<file path="src/rtl/md_issue_ctrl.sv">
// md_issue_ctrl: E-stage issue control for the multiply/divide unit.
// Issues start/op/mthi/mtlo, times the busy window, stalls dependents.
module md_issue_ctrl #(
    parameter int MULT_CYCLES = 5,
    parameter int DIV_CYCLES  = 10,
    parameter int CNT_W       = 4
) (
    input  logic        clk,
    input  logic        reset,
    input  logic        e_valid,
    input  logic [3:0]  e_md_op,
    input  logic        e_flush,
    input  logic [31:0] md_hi,
    input  logic [31:0] md_lo,
    output logic        md_start,
    output logic [2:0]  md_op,
    output logic        md_wr_hi,
    output logic        md_wr_lo,
    output logic        md_busy,
    output logic        stall_e,
    output logic [31:0] mf_data,
    output logic [15:0] md_issued
);

    typedef enum logic {
        IDLE = 1'b0,
        BUSY = 1'b1
    } state_t;

    state_t           state;
    state_t           state_nxt;
    logic [CNT_W-1:0] cnt;
    logic [CNT_W-1:0] cnt_nxt;
    logic [15:0]      issued_q;
    logic [15:0]      issued_nxt;

    logic is_mul;
    logic is_div;
    logic is_mthi;
    logic is_mtlo;
    logic is_mfhi;
    logic is_mflo;
    logic use_md;
    logic go;

    // Decode the E-stage HI/LO instruction class; codes 0 and 9-15 are none.
    always_comb begin
        is_mul  = 1'b0;
        is_div  = 1'b0;
        is_mthi = 1'b0;
        is_mtlo = 1'b0;
        is_mfhi = 1'b0;
        is_mflo = 1'b0;
        case (e_md_op)
            4'd1, 4'd2: is_mul  = 1'b1;
            4'd3, 4'd4: is_div  = 1'b1;
            4'd5:       is_mthi = 1'b1;
            4'd6:       is_mtlo = 1'b1;
            4'd7:       is_mfhi = 1'b1;
            4'd8:       is_mflo = 1'b1;
            default:    ;
        endcase
    end

    // Any HI/LO user must wait for the in-flight operation; flush does
    // not mask the stall, it only blocks issue.
    assign use_md = e_valid & (is_mul | is_div | is_mthi | is_mtlo
                               | is_mfhi | is_mflo);
    assign md_busy   = (state == BUSY);
    assign stall_e   = use_md & md_busy;
    assign go        = use_md & ~stall_e & ~e_flush;
    assign md_issued = issued_q;

    // State, busy counter and issue counter registers.
    always_ff @(posedge clk) begin
        if (reset) begin
            state    <= IDLE;
            cnt      <= '0;
            issued_q <= '0;
        end else begin
            state    <= state_nxt;
            cnt      <= cnt_nxt;
            issued_q <= issued_nxt;
        end
    end

    // Next-state: load the latency on a start, count down while busy.
    always_comb begin
        state_nxt  = state;
        cnt_nxt    = cnt;
        issued_nxt = issued_q;
        unique case (state)
            IDLE: begin
                if (md_start) begin
                    state_nxt  = BUSY;
                    cnt_nxt    = is_mul ? CNT_W'(MULT_CYCLES)
                                        : CNT_W'(DIV_CYCLES);
                    issued_nxt = issued_q + 16'd1;
                end
            end
            BUSY: begin
                if (cnt <= CNT_W'(1)) begin
                    state_nxt = IDLE;
                    cnt_nxt   = '0;
                end else begin
                    cnt_nxt = cnt - CNT_W'(1);
                end
            end
            default: ;
        endcase
    end

    // Outputs: unit controls and HI/LO forwarding select.
    always_comb begin
        md_start = 1'b0;
        md_op    = 3'd0;
        md_wr_hi = 1'b0;
        md_wr_lo = 1'b0;
        mf_data  = 32'd0;
        if (go && (state == IDLE) && (is_mul || is_div)) begin
            md_start = 1'b1;
            md_op    = e_md_op[2:0] - 3'd1;
        end
        md_wr_hi = go & is_mthi;
        md_wr_lo = go & is_mtlo;
        if (is_mfhi) begin
            mf_data = md_hi;
        end else if (is_mflo) begin
            mf_data = md_lo;
        end
    end

endmodule

</file>
<file path="config.mk">
export PLATFORM = sky130hd
export DESIGN_NAME = md_issue_ctrl
export DESIGN_NICKNAME = d
export VERILOG_FILES = /design/src/rtl/md_issue_ctrl.sv
export SDC_FILE = /design/constraint.sdc
export NUM_CORES = 1
export LEC_CHECK = 0
export ABC_AREA = 1
export CORE_MARGIN = 2
export CORE_UTILIZATION = 39
export DETAILED_ROUTE_END_ITERATION = 6
export HOLD_SLACK_MARGIN = 0.08
export MAX_ROUTING_LAYER = met4
export PLACE_DENSITY = 0.95
export SETUP_SLACK_MARGIN = 0.4
export SYNTH_ARGS = -nofsm -noshare
export SYNTH_HDL_FRONTEND = slang
export SYNTH_SLANG_ARGS = --single-unit
</file>
<file path="constraint.sdc">
create_clock -name clk -period 2.64 [get_ports clk]
set_input_delay 0.396 -clock clk [delete_from_list [all_inputs] [get_ports clk]]
set_output_delay 0.396 -clock clk [all_outputs]
set_load 0.05 [all_outputs]
</file>
-- Word-level counts from Yosys, hierarchy flattened
Index checks and enable logic that the tools add are counted.
- bitwise logic cells: 14
- add/sub/neg operators: 3
- multiplexer cells: 17
- reduce and logical (&&, ||, !) cells: 6
- equal/unequal tests: 9
- magnitude comparators: 1
- operator list (operator ; count):
    32-bit two-way mux ; 2
    16-bit by 1-bit adder with 16-bit output, second input constant ; 1
    4-bit by 3-bit == test with 1-bit output, second input constant ; 4
    4-bit two-way mux ; 3
    1-bit two-way mux ; 9
    4-bit by 2-bit == test with 1-bit output, second input constant ; 2
    4-bit case mux with 2 select lines ; 1
    1-bit AND ; 6
    1-bit OR ; 5
    4-bit by 1-bit == test with 1-bit output, second input constant ; 1
    4-bit == test, second input constant ; 1
    4-bit by 1-bit less-or-equal comparator with 1-bit output, second input constant ; 1
    2-bit OR reduction ; 2
    4-bit by 1-bit subtractor with 4-bit output, second input constant ; 1
    3-bit two-way mux ; 1
    1-bit inverter ; 3
    3-bit by 1-bit subtractor with 3-bit output, second input constant ; 1
    1-bit logical AND ; 2
    2-bit != test, second input constant ; 1
    1-bit case mux with 2 select lines ; 1
    2-bit AND reduction ; 1
    1-bit logical OR ; 1
- input bits: 72
- bits in registers: 21
- word-level logic and storage cells: 53

-- Logic depth before layout (Yosys ltp)
- depth in word-level cells: 18
- mapped depth: 11
- mapped depth without buffers: 10

-- Worst setup path after synthesis
OpenSTA, ideal clock, no wires.
- path kind: input-to-output
- from: in e_md_op[0]
- to: out md_op[0]
- path buffers: 2
- stages: 10
- data arrival time: 1932 ps
- slack: 312 ps
- cells stage by stage: inv_1 ha_1 inv_1 nand2_1 nand2_1 nand3_2 nand4_4 buf_6 buf_8 nor2_1
- longest elaborated chain between the ends: 16
- elaborated cells between the ends (all ways): 31
- those cells by class: 1 x add/sub; 8 x eq/ne; 7 x mux; 10 x bitwise; 5 x reduce/logical
- RTL lines (item ; line ; RTL):
    start, declared ; 11 ; input logic [3:0] e_md_op,
    4-bit by 1-bit == test with 1-bit output (tied with other cells) ; 54 ; case (e_md_op)
    2-bit OR reduction ; 54 ;
    1-bit two-way mux ; 54 ;
    1-bit OR (3 in a row) ; 67 ; assign use_md = e_valid & (is_mul | is_div | is_mthi | is_mtlo
    1-bit OR (2 in a row) ; 68 ; | is_mfhi | is_mflo);
    1-bit AND ; 67 ;
    1-bit AND ; 70 ; assign stall_e = use_md & md_busy;
    1-bit inverter ; 71 ; assign go = use_md & ~stall_e & ~e_flush;
    1-bit AND (2 in a row) ; 71 ;
    1-bit logical AND (2 in a row) ; 120 ; if (go && (state == IDLE) && (is_mul || is_div)) begin
    3-bit two-way mux (*) ; 120 ;
    end, declared ; 16 ; output logic [2:0] md_op,
Mark *: on every way between the ends. The rest lies on a longest branch, timed or not.

-- Final worst setup path
- from: in e_md_op[3]
- to: out md_wr_hi
- longest elaborated chain between the ends: 14
- elaborated cells between the ends (all ways): 27
- those cells by class: 8 x eq/ne; 6 x mux; 11 x bitwise; 2 x reduce/logical
- RTL lines (item ; line ; RTL):
    4-bit by 1-bit == test with 1-bit output (tied with other cells) ; 54 ;
    2-bit OR reduction ; 54 ;
    1-bit two-way mux ; 54 ;
    1-bit OR (3 in a row) ; 67 ;
    1-bit OR (2 in a row) ; 68 ;
    1-bit AND ; 67 ;
    1-bit AND ; 70 ;
    1-bit inverter ; 71 ;
    1-bit AND (2 in a row) ; 71 ;
    1-bit AND (*) ; 124 ; md_wr_hi = go & is_mthi;
    end, declared ; 17 ; output logic md_wr_hi,
Marked as above.

==> flow_metrics.py <==
metrics = {
    "outcome": {
        "status": "finished clean",
    },
    "floorplanning": {
        "start_util": 0.399,
        "die_y_microns": 73.0,
        "core_region_area_sq_um": 4660,
        "die_x_microns": 73.0,
        "rows": 25,
        "dieArea_sq_um": 5340,
        "ios": 128,
    },
    "logic_synthesis": {
        "avgSynthCellArea_sq_um": 6.76,
        "synthAdderAreaFrac": 0.0538,
        "synth_compound_area_frac": 0.261,
        "yosysWarnings": 0,
        "ys_types": 24,
        "ys_seq_area_frac": 0.226,
        "post-synth-top-count-cell": "nand2_1",
        "synthSimpleGateAreaFrac": 0.318,
        "yosys.area.top_type": "dfxtp_1",
        "synth_edf_count": 0,
        "synth_top_area_frac": 0.226,
        "syn-cell-area_sq_um": 1860,
        "ys.flop_type": "dfxtp_1",
        "synth_xor_area_frac": 0.0377,
        "synthTopCellsByArea": "dfxtp_1, a32o_1, nand2_1",
        "syn_inst": 275,
        "async_flop_share": 0,
        "synthTopCellsByCount": "nand2_1, a32o_1, nor2_1, inv_1, dfxtp_1",
        "muxShareOfSynthArea": 0,
        "syn-num-nets": 355,
        "synth_seq_cells": 21,
        "synth_top_family_by_area": "simple AND/OR/NAND/NOR gates",
    },
    "clocking": {
        "path_clk_slew_ns": 0.08,
        "cts_tree": "done",
        "htree_levels": 1,
        "cts_max_path_buffers": 2,
        "clk_latency_ns": 0.27,
        "root_buffer": "clkbuf_8",
        "numCtsBuffers": 3,
        "cts_num_sinks": 21,
    },
    "routing": {
        "detail_route.wirelength_mm": 7.88,
        "drc": 0,
        "num_vias": 2503,
        "drt_pass1_iterations": 4,
        "wl_per_cell_microns": 17.5,
        "ant_nets": 0,
        "viasPerCell": 5.55,
        "drt_iter0_drc": 189,
    },
    "place": {
        "hpwl_mm": 6.02,
        "dpl.cell_count": 446,
        "io_buffers": 127,
        "gp_congestion": 0.906,
    },
    "worst_setup_path": {
        "crit_path_start_kind": "input pin",
        "cpMaxStageDelayCell": "dlygate4sd2_1",
        "cpLargestDelayFamily": "simple AND/OR/NAND/NOR gates",
        "cp.required_ns": 2.24,
        "endpoint_kind": "output pin",
        "max_stage_delay_ns": 0.31,
        "path_buf_inv": 3,
        "critPathMaxFanout": 4,
        "worst-setup-path-type": "in2out",
        "path_cells": "dlygate4sd2_1 -> nor2_2 -> nand2_1 -> nand3_4 -> inv_1 -> nand2_1 -> nand4_1 -> nor2_2 -> buf_12",
        "crit_arrival_ns": 1.77,
    },
    "sta": {
        "fmax_mhz": 461,
        "hold_violations": 0,
        "drv_slew": 0,
        "post-route-min-period_ns": 2.17,
        "tns_ns": 0,
        "setup_viol": 0,
        "final.setup_skew_ns": 0.00173,
        "slew_headroom": 0.665,
        "worst_pin_slew_ns": 0.502,
        "rsz0062_at_grt": "false",
        "post-route-period-util": 0.822,
    },
    "pwr": {
        "p_clk_frac": 0.237,
        "share_comb_of_total_power": 0.414,
        "power.share.switching": 0.326,
        "ir_drop_v": 0.000336,
        "p_switching_w": 0.000304,
        "power_frac_seq": 0.349,
        "leakage_nw": 1.37,
        "intPower_w": 0.000629,
        "power_w": 0.000933,
        "power_density_nw_per_um2": 254,
    },
    "worst_hold_path": {
        "hp-class": "reg2reg",
    },
    "final_layout": {
        "finalNonFillerCells": 451,
        "drive_above_1_share": 0.212,
        "nets": 478,
        "finish.utilization": 0.788,
        "antenna_cells": 0,
        "area_growth_pct": 97.6,
    },
    "grt": {
        "grt_usage": 0.291,
        "grt_overflow": 0,
        "first_global_vias": 2371,
        "grt_pass1_wl_mm": 11.7,
        "grt_antenna_before_repair": 0,
        "grt_start_max_net_pins": 33,
    },
    "job": {
        "maxCapViolations": 0,
    },
}
[flip-flops by register name (all words and copies together), names as in the netlist]
register   flops
md_issued     16
cnt            4
md_busy        1
[worst reg2reg max path, cell delays in order (launching register included)]
cell and delay, ns:
dfxtp_1 0.48, ha_1 0.30, nand3_1 0.14, nor2_1 0.26, nand3_1 0.11, nand2_1 0.07, nand2_1 0.06, nand2_1 0.08
a21oi_1 0.06
[cell usage in the layout, fill, tap and decap left out, drive strengths merged, types with 14 or more instances in the layout]
| cell type | instances |
|---|---|
| a21oi | 20 |
| a32o | 32 |
| buf | 48 |
| clkdlybuf4s50 | 84 |
| dfxtp | 21 |
| inv | 25 |
| nand2 | 81 |
| nand3 | 14 |
| nor2 | 33 |
[through the flow]
step | cell area, sq um | worst slack (ns) | hold slack (ns)
6_report | 3670 | 0.471 | 0.501
3_5_place_dp | 3560 | 0.116 | 0.493
4_1_cts | 3620 | 0.401 | 0.500
3_3_place_gp | 3560 | 0.221 | 0.483
2_1_floorplan | 1860 | 0.312 | 0.548
5_1_grt | 3670 | 0.375 | 0.529
[layer usage]
layer  part of all wire  GRT usage  up-vias
li1                   -          -     1190
met1               0.36      0.324     1172
met2               0.52      0.522      118
met3              0.092     0.0428       23
met4              0.027      0.103        0
met5                  0          -        -
[power by group through the flow]
stage	registers, W	clock network [W]	logic (W)
after CTS	0.000325	0.000224	0.000376
after global routing	0.000326	0.000235	0.000404
after floorplan	0.000336	0	0.000155
after global placement	0.000333	0	0.000363
after detailed placement	0.000333	0	0.000372
final	0.000326	0.000221	0.000386
[layout make-up]
cell class                      instances  area, sq um
Clock buffer                            3         41.3
Clock inverter                          1         5.00
Fill cell                             288          987
Inverter                               25         93.8
Multi-Input combinational cell        212         1310
Sequential cell                        21          420
Tap cell                               54         67.6
Timing Repair Buffer                  135         1730
[cells by family after synthesis]
family                   after synthesis
XOR/XNOR                               8
flip-flops                            21
AND/OR/NAND/NOR                      136
buffers and inverters                 42
AO/OA/AOI/OAI                         60
adder cells (fa/ha/maj)                8
[final timing paths]
check                                                 from                          to  slack, ns  cells past startpoint
worst min register to register  md_issued[15]$_SDFFE_PP0P_  md_issued[15]$_SDFFE_PP0P_       0.50                      2
worst max register to register   md_issued[0]$_SDFFE_PP0P_  md_issued[14]$_SDFFE_PP0P_       0.98                      8
worst min-delay path            md_issued[15]$_SDFFE_PP0P_  md_issued[15]$_SDFFE_PP0P_       0.50                      2
worst max-delay path                            e_md_op[3]                    md_wr_hi       0.47                      9
[what timing repair did]
| action | CTS | global route |
|---|---|---|
| gates resized for setup | 14 | 14 |
| endpoints found under the setup margin | 39 | 24 |
| hold buffers | 0 | 0 |
| buffers inserted | 0 | 1 |
| pin swaps | 1 | 2 |
No activity file was read; power rests on OpenSTA's default activity.
